<file path="config.mk">
export PLATFORM = sky130hd
export DESIGN_NAME = word_entry_ctrl
export DESIGN_NICKNAME = d
export VERILOG_FILES = /design/src/rtl/word_entry_pkg.sv /design/src/rtl/letter_used_mask.sv /design/src/rtl/word_entry_ctrl.sv
export SDC_FILE = /design/constraint.sdc
export NUM_CORES = 1
export LEC_CHECK = 0
export ABC_AREA = 1
export CAP_MARGIN = 20
export CORE_MARGIN = 10
export CORE_UTILIZATION = 48
export CTS_CLUSTER_SIZE = 12
export DETAILED_ROUTE_END_ITERATION = 10
export PLACE_DENSITY = 0.88
export SYNTH_ARGS = -nofsm -noshare
export SYNTH_HDL_FRONTEND = slang
export SYNTH_SLANG_ARGS = --single-unit
</file>
<file path="constraint.sdc">
create_clock -name clk -period 2.2 [get_ports clk]
set_input_delay 0.22 -clock clk [delete_from_list [all_inputs] [get_ports clk]]
set_output_delay 0.22 -clock clk [all_outputs]
set_load 0.1 [all_outputs]
</file>
<file path="src/rtl/word_entry_pkg.sv">
// Shared types and helpers for the keypad word-entry front end.
package word_entry_pkg;

    typedef enum logic [1:0] {
        HOST_ENTRY = 2'd0,
        GUESS      = 2'd1,
        DONE       = 2'd2
    } entry_state_t;

    localparam logic [7:0] ASCII_A = 8'h41;

    // Letter index 0..25 to its upper-case ASCII code.
    function automatic logic [7:0] key_to_ascii(input logic [4:0] key);
        return ASCII_A + {3'b000, key};
    endfunction

endpackage

</file>
<file path="src/rtl/letter_used_mask.sv">
// 26-bit used-letter set: one bit per letter A..Z, set on demand,
// bulk clear, combinational membership query.
module letter_used_mask (
    input  logic       clk,
    input  logic       rst,
    input  logic       clr_i,
    input  logic       set_i,
    input  logic [4:0] set_idx_i,
    input  logic [4:0] query_idx_i,
    output logic       used_o
);

    logic [25:0] mask_q;
    logic [25:0] mask_d;

    // Next mask: clear wins over set.
    always_comb begin
        mask_d = mask_q;
        if (clr_i) begin
            mask_d = '0;
        end else if (set_i && (set_idx_i <= 5'd25)) begin
            mask_d[set_idx_i] = 1'b1;
        end
    end

    // Mask register.
    always_ff @(posedge clk or posedge rst) begin
        if (rst) begin
            mask_q <= '0;
        end else begin
            mask_q <= mask_d;
        end
    end

    assign used_o = (query_idx_i <= 5'd25) ? mask_q[query_idx_i] : 1'b0;

endmodule

</file>
<file path="src/rtl/word_entry_ctrl.sv">
// Keypad front end: host enters the secret word, then each key press becomes
// a guess byte for the game logic. All outputs are registered.
// Optional: define DUP_GUESS_FILTER_EN to drop repeated guess letters and
// add the dup_flag output.
module word_entry_ctrl
    import word_entry_pkg::*;
#(
    parameter int         WORD_LEN   = 5,
    parameter logic [7:0] ASCII_BASE = 8'h41
) (
    input  logic                  clk,
    input  logic                  rst,
    input  logic [4:0]            key_code,
    input  logic                  key_strobe,
    input  logic                  backspace,
    input  logic                  enter,
    input  logic                  gameEnd,
    output logic [8*WORD_LEN-1:0] setWord,
    output logic [2:0]            word_len,
    output logic                  toggle_state,
    output logic [7:0]            guess,
    output logic                  guess_valid,
    output logic [1:0]            mode
`ifdef DUP_GUESS_FILTER_EN
    ,
    output logic                  dup_flag
`endif
);

    localparam logic [2:0] LEN_MAX = 3'(WORD_LEN);

    entry_state_t             state_q, state_d;
    logic [8*WORD_LEN-1:0]    word_q, word_d;
    logic [2:0]               len_q, len_d;
    logic [7:0]               guess_q, guess_d;
    logic                     toggle_q, toggle_d;
    logic                     gvalid_q, gvalid_d;
    logic                     key_ok;
    logic [7:0]               key_ascii;

    assign key_ok    = key_strobe && (key_code <= 5'd25);
    assign key_ascii = key_to_ascii(key_code) + (ASCII_BASE - ASCII_A);

`ifdef DUP_GUESS_FILTER_EN
    logic dup_q, dup_d;
    logic mask_set, mask_clr, letter_used;

    letter_used_mask u_mask (
        .clk         (clk),
        .rst         (rst),
        .clr_i       (mask_clr),
        .set_i       (mask_set),
        .set_idx_i   (key_code),
        .query_idx_i (key_code),
        .used_o      (letter_used)
    );
`endif

    // Next state and next register values; enter outranks backspace outranks a letter.
    always_comb begin
        state_d  = state_q;
        word_d   = word_q;
        len_d    = len_q;
        guess_d  = guess_q;
        toggle_d = 1'b0;
        gvalid_d = 1'b0;
`ifdef DUP_GUESS_FILTER_EN
        dup_d    = 1'b0;
        mask_set = 1'b0;
        mask_clr = 1'b0;
`endif
        unique case (state_q)
            HOST_ENTRY: begin
                if (enter) begin
                    if (len_q == LEN_MAX) begin
                        toggle_d = 1'b1;
                        state_d  = GUESS;
                    end
                end else if (backspace) begin
                    if (len_q != 3'd0) begin
                        len_d = len_q - 3'd1;
                        for (int i = 0; i < WORD_LEN; i++) begin
                            if (len_q == 3'(i + 1)) word_d[8*(WORD_LEN-1-i) +: 8] = 8'h00;
                        end
                    end
                end else if (key_ok && (len_q < LEN_MAX)) begin
                    len_d = len_q + 3'd1;
                    for (int i = 0; i < WORD_LEN; i++) begin
                        if (len_q == 3'(i)) word_d[8*(WORD_LEN-1-i) +: 8] = key_ascii;
                    end
                end
            end
            GUESS: begin
                if (gameEnd) begin
                    state_d = DONE;
                end else if (!enter && !backspace && key_ok) begin
`ifdef DUP_GUESS_FILTER_EN
                    if (letter_used) begin
                        dup_d = 1'b1;
                    end else begin
                        guess_d  = key_ascii;
                        gvalid_d = 1'b1;
                        mask_set = 1'b1;
                    end
`else
                    guess_d  = key_ascii;
                    gvalid_d = 1'b1;
`endif
                end
            end
            DONE: begin
                if (enter) begin
                    word_d  = '0;
                    len_d   = 3'd0;
                    guess_d = 8'h00;
                    state_d = HOST_ENTRY;
`ifdef DUP_GUESS_FILTER_EN
                    mask_clr = 1'b1;
`endif
                end
            end
            default: state_d = HOST_ENTRY;
        endcase
    end

    // State and output registers; reset returns every output to idle.
    always_ff @(posedge clk or posedge rst) begin
        if (rst) begin
            state_q  <= HOST_ENTRY;
            word_q   <= '0;
            len_q    <= 3'd0;
            guess_q  <= 8'h00;
            toggle_q <= 1'b0;
            gvalid_q <= 1'b0;
`ifdef DUP_GUESS_FILTER_EN
            dup_q    <= 1'b0;
`endif
        end else begin
            state_q  <= state_d;
            word_q   <= word_d;
            len_q    <= len_d;
            guess_q  <= guess_d;
            toggle_q <= toggle_d;
            gvalid_q <= gvalid_d;
`ifdef DUP_GUESS_FILTER_EN
            dup_q    <= dup_d;
`endif
        end
    end

    assign setWord      = word_q;
    assign word_len     = len_q;
    assign toggle_state = toggle_q;
    assign guess        = guess_q;
    assign guess_valid  = gvalid_q;
    assign mode         = state_q;
`ifdef DUP_GUESS_FILTER_EN
    assign dup_flag     = dup_q;
`endif

endmodule

</file>
# Word-level counts from Yosys, hierarchy flattened
# Index checks and enable logic that the tools add are counted.
# word_totals
regBits	55
mem_bits_ro	0
latch_bits	0
inputBits	11
memories	0
mem_bits_rw	0
out_inout_bits	55
# classes
reduce_logical	19
bitwise_logic	0
multipliers	0
n_div	0
eq_ne	26
mux	37
shift	0
add_sub_neg	3
n_lt_le_gt_ge	2
# op_table
op	count
2-to-1 mux 40 bit	5
2-to-1 mux 8 bit	13
case mux 40 bit (2 select lines)	1
!= test 3 bit, second input constant	12
AND reduction 7 bit	5
case mux 8 bit (2 select lines)	1
2-to-1 mux 3 bit	5
!= test 2 bit, second input constant	7
adder 7 x 5 -> 8 bit, first input constant	1
2-to-1 mux 2 bit	4
AND reduction 4 bit	2
== test 3 x 2 -> 1 bit, second input constant	2
== test 3 bit, second input constant	2
2-to-1 mux 1 bit	6
case mux 2 bit (3 select lines)	1
case mux 3 bit (2 select lines)	1
<= comparator 5 bit, second input constant	1
AND reduction 5 bit	1
logical AND 1 bit	4
nonzero test 2 bit	2
adder 3 x 1 -> 3 bit, second input constant	1
== test 3 x 1 -> 1 bit, second input constant	1
logical NOT 3 bit	1
< comparator 3 bit, second input constant	1
6 further kinds	7

# Depth between registers and ports, before layout
# Gate-level depths: netlist of the first run.
# depth
word_depth	7
ltp_mapped	9
mapped_depth_nobuf	9

# Worst setup path after synthesis of the first run
# OpenSTA, ideal clock, no wires.
# synth_timing
kind	reg2reg
startpoint	reg len_q[0] (netlist: word_len[0])
endpoint	reg word_q[10] (netlist: setWord[10])
path_buffers	0
slack_ns	-0.089
path_stages_with_launch	9
arrival_time_ns	2.167
t_required_ns	2.078
setup_time_ns	0.122
period_less_slack_ns	2.289
cell_sequence	dfrtp_1 inv_1 ha_1 nand2_1 nor2_1 nor3_4 nand3_1 nand2_1 nand2_1
# synth_between
elab_chain_cells	4
elab_cells_between_ends	10
# synth_lines
item	line_no	rtl
start: declaration	word_entry_ctrl.sv:34	logic [2:0] len_q, len_d;
start signal: assignment	word_entry_ctrl.sv:141	len_q <= len_d;
< comparator 3 bit	word_entry_ctrl.sv:86	end else if (key_ok && (len_q < LEN_MAX)) begin
logical AND 1 bit	word_entry_ctrl.sv:86	
!= test 3 bit (no source line)	--	
AND reduction 7 bit (no source line) *	--	
end signal: assignment	word_entry_ctrl.sv:140	word_q <= word_d;
end: declaration	word_entry_ctrl.sv:33	logic [8*WORD_LEN-1:0] word_q, word_d;
# Every way passes the cells marked *; elsewhere a longest branch is shown, timed or not.
# A chain may end at the register's enable or synchronous reset.

# Final worst setup path of the first run
# layout_timing
startpoint	reg state_q[0] (netlist: mode[0])
endpoint	reg word_q[16] (netlist: setWord[16])
# layout_between
elab_chain_cells	3
elab_cells_between_ends	11
# layout_lines
item	line_no	rtl
start: declaration	word_entry_ctrl.sv:32	entry_state_t state_q, state_d;
start signal: assignment	word_entry_ctrl.sv:139	state_q <= state_d;
== test 2 bit / logical NOT 2 bit (equally long branches)	word_entry_ctrl.sv:72	unique case (state_q)
!= test 2 bit (no source line) (tied with other cells)	--	
AND reduction 7 bit (no source line)	--	
# Several ways; a longest one is shown, not always the timed one.

==> results of run 1 <==
## per-layer routing
layer / part of all wire [%] / global-route usage (%)
met1: 42 / 16.73
met4: 1.7 / 5.305
met5: 0 / 0
met3: 6.1 / 4.489
met2: 50 / 25.48
## cell usage in the layout (no fill, tap or decap), types with 3 or more instances in the layout
cell | Yosys | routed
inv_1 | 27 | 26
buf_12 | 0 | 3
conb_1 | 1 | 6
ha_1 | 8 | 8
o21ai_0 | 4 | 4
nand2_1 | 113 | 113
nor2_1 | 16 | 16
clkbuf_8 | 0 | 5
nand4_1 | 31 | 31
o211ai_1 | 3 | 3
buf_4 | 6 | 53
dfrtp_1 | 49 | 47
a21oi_1 | 3 | 3
nand3_1 | 14 | 14
clkdlybuf4s50_1 | 0 | 10
## registers in the layout (all words and copies together), names as in the netlist
| signal | count |
|---|---|
| guess | 7 |
| guess_valid | 1 |
| mode | 2 |
| setWord | 35 |
| toggle_state | 1 |
| word_len | 3 |
## path summary, 6_finish.rpt
check / slack [ps] / start / cells past startpoint / to
setup reg to reg: 360 / mode[0] / 8 / setWord[16]
max in group asynchronous: 1440 / rst / 3 / setWord[8]
hold / removal: 250 / rst / 2 / word_len[2]
setup / recovery: 360 / mode[0] / 8 / setWord[16]
hold reg to reg: 480 / setWord[29] / 2 / setWord[29]
min in group clk: 480 / setWord[29] / 2 / setWord[29]
## worst reg2reg max path: stages, from the launching register on
cell,delay (ps)
dfrtp_1,430
nor2_1,360
nand2_1,120
nor2_1,210
nor3_4,60
buf_12,170
nand3_1,260
nand2_1,110
nand2_1,70
## logic make-up (layout without fill, tap and decap cells)
kind of cell	count (synthesis)	in the layout
AO/OA/AOI/OAI	13	13
XOR/XNOR	3	3
adder cells (fa/ha/maj)	8	8
buffers and inverters	41	101
flip-flops	49	49
other	1	6
AND/OR/NAND/NOR	177	177
## per-stage QoR
stage	hold WS [ps]	area, µm²
floorplan	329.2	2415
global placement	450.9	2975
detailed placement	455.4	2975
CTS	270.7	3088
global route	295.3	3088
finish	253.4	3088
## cell usage after synthesis, drive strengths merged (3+ instances only)
master    n
a21oi     3
buf      10
clkbuf    4
dfrtp    49
ha        8
inv      27
nand2   113
nand3    14
nand4    31
nor2     16
o211ai    3
o21ai     4
## area by class of cell
cell class	count	share of cell area [%]
clock buffer	5	2.229
clock inverter	3	1.418
inverter	27	3.282
tap	67	2.715
sequential	49	39.79
multi-input combinational	207	32.50
timing repair buffer	66	18.07
==> flow_metrics.tcl, run 1 <==
set metrics [dict create \
    status "finished clean" \
    synth_simple_gate_area_share_pct 32.41 \
    rsz0062_at_grt "no" \
    tns_ps 0 \
    path_clk_slew_ps 90 \
    cp.required_ps 2450 \
    core.rowCount 25 \
    cap_violations 0 \
    synth_top_area_cell "dfrtp_1" \
    clock_sinks 49 \
    postCtsSetupBuffers 0 \
    cts-hold-fix-buffers 0 \
    synth_mux_area_share_pct 0 \
    layout_setup_ws_ps 356.7 \
    synthXorXnorAreaFrac_pct 1.098 \
    gp_congestion 0.8543 \
    antennaDiodeCount 0 \
    arrival_ps 2090 \
    synth_top_family_by_area "simple AND/OR/NAND/NOR gates" \
    drive_above_1_share_pct 19.05 \
    dp_hpwl_mm 4.593 \
    critPathBufInv 1 \
    finalCriticalPeriod_ps 1843 \
    cp_cell_sequence "nor2_1, nand2_1, nor2_1, nor3_4, buf_12, nand3_1, nand2_1, nand2_1" \
    ys_seq_elements 49 \
    grt_pass1_vias 2133 \
    cp_top_family "simple AND/OR/NAND/NOR gates" \
    clock_latency_ps 310 \
    netlist_area_um2 2394 \
    final-seq-area_um2 1229 \
    max_stage_delay_ps 430 \
    fp.dieW_um 90.62 \
    cts.path.max_buffers 2 \
    clock.fmax_mhz 542.5 \
    end_kind "flip-flop" \
    yosysWarnings 0 \
    slew_violations 0 \
    grt_first_pass_wirelength_mm 10.22 \
    layout.nets 375 \
    avgSynthCellArea_um2 8.197 \
    start_kind "flip-flop" \
    setup_viol 0 \
    crit_top_cell "nand2_1" \
    cpMaxStageDelayCell "dfrtp_1" \
    io_pins 66 \
    drc 0 \
    htreeDepth 2 \
    routed_via_density 5.014 \
    synthArstFlopShare_pct 100.0 \
    wirelength_mm 5.959 \
    dp_cells 416 \
    grt.total_usage_pct 14.76 \
    synth_fa_ha_area_share_pct 4.182 \
    cts_tree "done" \
    post-place-ws_ps 138.6 \
    cp_max_fo 36 \
    multiInputGateArea_um2 1003 \
    synth_edf_count 0 \
    synth_compound_area_share_pct 3.293 \
    ant_nets 0 \
    die-area_um2 8211 \
    first_pass_iters 4 \
    port-buffer-count 59 \
    finalNonFillerCells 424 \
    cts_resized 0 \
    grt_max_degree 37 \
    synth_seq_area_share_pct 51.23 \
    wl_per_cell_um 14.05 \
    die_h_um 90.62 \
    syn_to_final_growth_pct 29.01 \
    core_area_um2 4786 \
    crit_type "flip-flop to flip-flop" \
    cts_buffers 5 \
    finClkSkew_ps 4.809 \
    min_path_type "input pin to async pin" \
    antenna_found_initial 0 \
    drt_iter0_drc 145 \
    num_vias 2126 \
    synth_top_area_share_pct 51.23 \
    fill_cells 419 \
    ys_types 23 \
    synthFlopType "dfrtp_1" \
    yosys-top-cells-area "dfrtp_1 51%, nand2_1 18%, nand4_1 8.1%" \
    final_util_pct 64.52 \
    grt.overflow.total 0 \
    syn-instance-count 292 \
    hold_viol 0 \
    start_util_pct 50.01 \
    finalCritPeriodShare_pct 83.79 \
    root_buffer "clkbuf_8" \
]
Power of run 1 is not shown: default switching activity piles up to over one toggle a cycle in this logic, so the estimate is an artifact.
==> inputs of run 2 (changes only) <==
clock period = 1.88 ns   (was 2.2 ns; I/O delays follow)
==> flow_metrics.tcl, run 2 (same netlist as run 1, synthesis figures left out) <==
set metrics [dict create \
    status "finished clean" \
    cts_tree "done" \
    routed_via_density 5.070 \
    wl_per_cell_um 13.75 \
    htreeDepth 2 \
    cpMaxStageDelayCell "dfrtp_4" \
    first_pass_iters 4 \
    die_h_um 90.62 \
    final_util_pct 66.22 \
    min_path_type "input pin to async pin" \
    core_area_um2 4786 \
    r2r_setup_slack_ps 140 \
    drc 0 \
    cap_violations 0 \
    finalCriticalPeriod_ps 1735 \
    dp_cells 423 \
    slew_violations 0 \
    finalCritPeriodShare_pct 92.31 \
    mostFrequentLayoutCell "nand2_1" \
    max_stage_delay_ps 450 \
    whs_ps 155.7 \
    hold_viol 0 \
    largest_register_ffs 35 \
    die-area_um2 8211 \
    root_buffer "clkbuf_8" \
    clock.fmax_mhz 576.2 \
    postCtsSetupBuffers 0 \
    ant_nets 0 \
    cts.path.max_buffers 2 \
    dp_hpwl_mm 4.627 \
    rsz0062_at_grt "no" \
    post-place-ws_ps -156.3 \
    core.rowCount 25 \
    cp.required_ps 2090 \
    r2r_cells 9 \
    path_clk_slew_ps 90 \
    finalNonFillerCells 431 \
    final_cell_mix "112 x nand2_1, 60 x buf_4, 44 x dfrtp_1" \
    arrival_ps 1940 \
    syn_to_final_growth_pct 32.41 \
    antennaDiodeCount 0 \
    layout_setup_ws_ps 144.5 \
    drt_iter0_drc 172 \
    cp_max_fo 36 \
    fp.dieW_um 90.62 \
    fill_cells 407 \
    wirelength_mm 5.928 \
    start_kind "flip-flop" \
    num_vias 2185 \
    clock_latency_ps 310 \
    antenna_found_initial 0 \
    drive_above_1_share_pct 24.18 \
    finClkSkew_ps 7.170 \
    cts-hold-fix-buffers 0 \
    cp_cell_sequence "inv_1, ha_1, nand2_1, nor2_1, nor3_4, buf_12, nand3_2, nand2_1, nand2_1" \
    grt.total_usage_pct 14.37 \
    layout.nets 382 \
    grt_first_pass_wirelength_mm 9.936 \
    io_pins 66 \
    port-buffer-count 59 \
    cts_buffers 5 \
    crit_type "flip-flop to flip-flop" \
    r2r_end "setWord[4]" \
    grt_max_degree 37 \
    clock_sinks 49 \
    gp_congestion 0.9096 \
    grt.overflow.total 0 \
    crit_top_cell "nand2_1" \
    end_kind "flip-flop" \
    start_util_pct 50.01 \
    grt_pass1_vias 2032 \
    r2r_start "word_len[0]" \
    setup_viol 0 \
]
==> run 2: metrics by stage <==
step	area, µm²	setup TNS (ps)
after global routing	3169	0
after detailed placement	3054	-3037
after CTS	3144	0
after floorplan	2441	-55.27
final	3169	0
after global placement	3054	-1264
==> run 2: area by class of cell <==
type / count / area (µm²) / share of cell area (%)
sequential: 49 / 1240 / 39.12
tap: 67 / 83.83 / 2.645
inverter: 27 / 101.3 / 3.198
clock inverter: 3 / 21.27 / 0.6711
multi-input combinational: 207 / 1044 / 32.93
clock buffer: 5 / 68.82 / 2.171
timing repair buffer: 73 / 610.6 / 19.27
==> run 2: critical path: cells and delay by family, from the launching register on <==
kind | cells | cell delay [ps]
adder cells (fa/ha/maj) | 1 | 240
buffers and inverters | 2 | 310
AND/OR/NAND/NOR | 6 | 630
flip-flops | 1 | 450
==> run 2: worst max path at each step <==
stage / from / end / slack (ps)
5_1_grt: word_len[0] / setWord[17] / 20
4_1_cts: word_len[0] / setWord[4] / 40
6_report: word_len[0] / setWord[4] / 140
3_3_place_gp: key_code[0] / setWord[3] / -90
2_1_floorplan: word_len[0] / setWord[10] / -9
3_5_place_dp: key_code[0] / setWord[4] / -160
==> run 2: timing repair <==
item	CTS	global route
hold endpoints to repair	0	0
gates resized for setup	0	6
setup endpoints to repair	0	31
==> run 2: per-layer routing <==
layer  GRT usage [%]  vias up  share of wire, %
met5               0        -                 0
met4           4.907        0               2.1
met3           4.655       12               5.2
met2           22.84       60                49
met1           17.85     1029                44
li1                -     1084                 -
Power of run 2 is left out for the same reason.
==> RTL change: new RTL, settings of run 1 <==
The option `DUP_GUESS_FILTER_EN` is turned on by a define.
--- a/src/rtl/word_entry_ctrl.sv
+++ b/src/rtl/word_entry_ctrl.sv
@@ -2,6 +2,8 @@
 // a guess byte for the game logic. All outputs are registered.
 // Optional: define DUP_GUESS_FILTER_EN to drop repeated guess letters and
 // add the dup_flag output.
+`define DUP_GUESS_FILTER_EN
+
 module word_entry_ctrl
     import word_entry_pkg::*;
 #(
Check against the original RTL (old outputs only; new: dup_flag): no difference found for any inputs over 4 cycles, from zero or initial values and one cycle with rst high; that may be too few to reach the edited logic, so the function may still have changed.
==> RTL change against run 1 <==
- sequential cell count is 27 higher
- final area is 55% higher
- largest cell class unchanged
- setup slack worse by 59 ps
- routed wire length up 69%
- cell count rose by 64%
- die area up 50%
- area after synthesis rose by 66%
==> RTL change: results (changes against run 1) <==
outcome=finished clean; clk_lat worst skew=370 ps (+60 ps); TritonCTS buffer count=9 (+4); wire per inst=14.50 um (+3.2%); final net count=605 (+61%); DR pass1 iterations=5 (+1); initial DRC count=347 (+140%); Leakage=between 2 and 3 nW; Vias=3665 (+72%); HP Class=primary input to async pin; buffers from clock root to sink, at most=2 (unchanged); Synth Flop Type=dfrtp_1; CP arrival=2150 ps (+60 ps); max FFs per register=35 (unchanged); pin count of the biggest net entering global routing=55 (+49%); initial antenna violation count=0 (unchanged); IO Port Bufs=60 (+1.7%); first-pass GRT wire length=17150 um (+68%); Total Routing Usage GR=16.37% (+1.6 points); number of global-route vias before repair=3586 (+68%); layout cell share with drive strength beyond 1=19.52% (+0.48 points); Post-synth ARST share=100.0% (unchanged); H-tree levels=3 (+1); Max rail drop VDD=0.0007072 V; synth top area cells=dfrtp_1, nand2_1, nand3_1; Critical Path Fanout Max=13 (-64%); ANT cells=0 (unchanged); Final Skew=10.28 ps (+5.472 ps); Post-synth top cells=nand2_1, dfrtp_1, nand3_1; synth warn=0 (unchanged); Netlist cell types=30 (+30%); Worst-path clk slew=90 ps (about the same); cts repair resizes=0 (unchanged); post-CTS setup buffer count=0 (unchanged); sequential area share after synthesis=47.98% (-3.2 points); CTS Root Cell=clkbuf_8; RePlAce Congestion=0.9418 (+10%); DP HPWL=7475 um (+63%)
[RTL change: cell types whose count changed after synthesis, sizes merged, moves of 4 or more]
cell and delta:
nand4 -31, a22oi +5, dfrtp +27, nor3 +4, inv +24, buf +11, a21oi +27, nand2 +74
nand3 +41, o21ai +35
[RTL change: cell families (layout without fill, tap and decap cells)]
kind of cell,after synthesis,in the layout,synth area share (%)
other cells,1,6,0.09461
fa+ha+maj,10,10,3.157
simple gates,263,263,28.22
flops,76,76,47.98
buf+inv,81,154,9.564
xor+xnor,1,1,0.2210
compound gates,79,79,10.76
[RTL change: cell type report]
class | count | area [um2]
timing repair buffer | 84 | 668.1
fill | 697 | 3337
inverter | 54 | 207.7
multi-input combinational | 359 | 1702
clock inverter | 7 | 57.56
clock buffer | 9 | 123.9
sequential | 76 | 1907
tap | 105 | 131.4
[RTL change: where the power goes]
group,internal (mW),switching [mW],total (mW),leakage (nW)
registers,1.95,0.352,2.30,1.00
clock network,0.427,0.583,1.01,0.0886
logic,1.08,3.53,4.60,1.45
total,3.45,4.46,7.91,2.54
[RTL change: final timing paths]
| check | endpoint | depth (start not counted) | slack (ps) | start |
|---|---|---|---|---|
| max in group asynchronous | u_mask.mask_q[0] | 3 | 1340 | rst |
| max | setWord[36] | 9 | 300 | word_len[0] |
| max reg2reg | setWord[36] | 9 | 300 | word_len[0] |
| min | setWord[24] | 2 | 230 | rst |
| min reg2reg | setWord[21] | 2 | 470 | setWord[21] |
| min in group clk | setWord[21] | 2 | 470 | setWord[21] |
[RTL change: metrics by stage]
step                total power, mW  setup WS, ps  instance area, um2  cells  hold slack [ps]
floorplan                     5.900         25.12                3991    516            325.9
global placement              6.791         117.1                4616    678            450.9
detailed placement            6.933         75.77                4616    678            455.8
CTS                           7.938         308.4                4797    694            236.2
global route                  8.365         159.5                4797    694            264.4
finish                        7.914         297.5                4797    694            227.3
[RTL change: critical path, cell delays in order, from the launching register on]
cell      delay, ps
dfrtp_2         420
inv_1           120
ha_1            230
nand2_1         100
nor3_1           60
a211oi_2        330
nand3_1         170
buf_4           220
nand2_1          70
o21ai_1          70
[RTL change: layer usage]
metal  wire, um  GRT usage, %  share of wire (%)  vias up
met5          0             0                  0        -
li1           -             -                  -     1754
met2       4836         26.89                 48      143
met1       4304         20.45                 43     1744
met4        221         6.250                2.2        0
met3        700         3.626                7.0       24
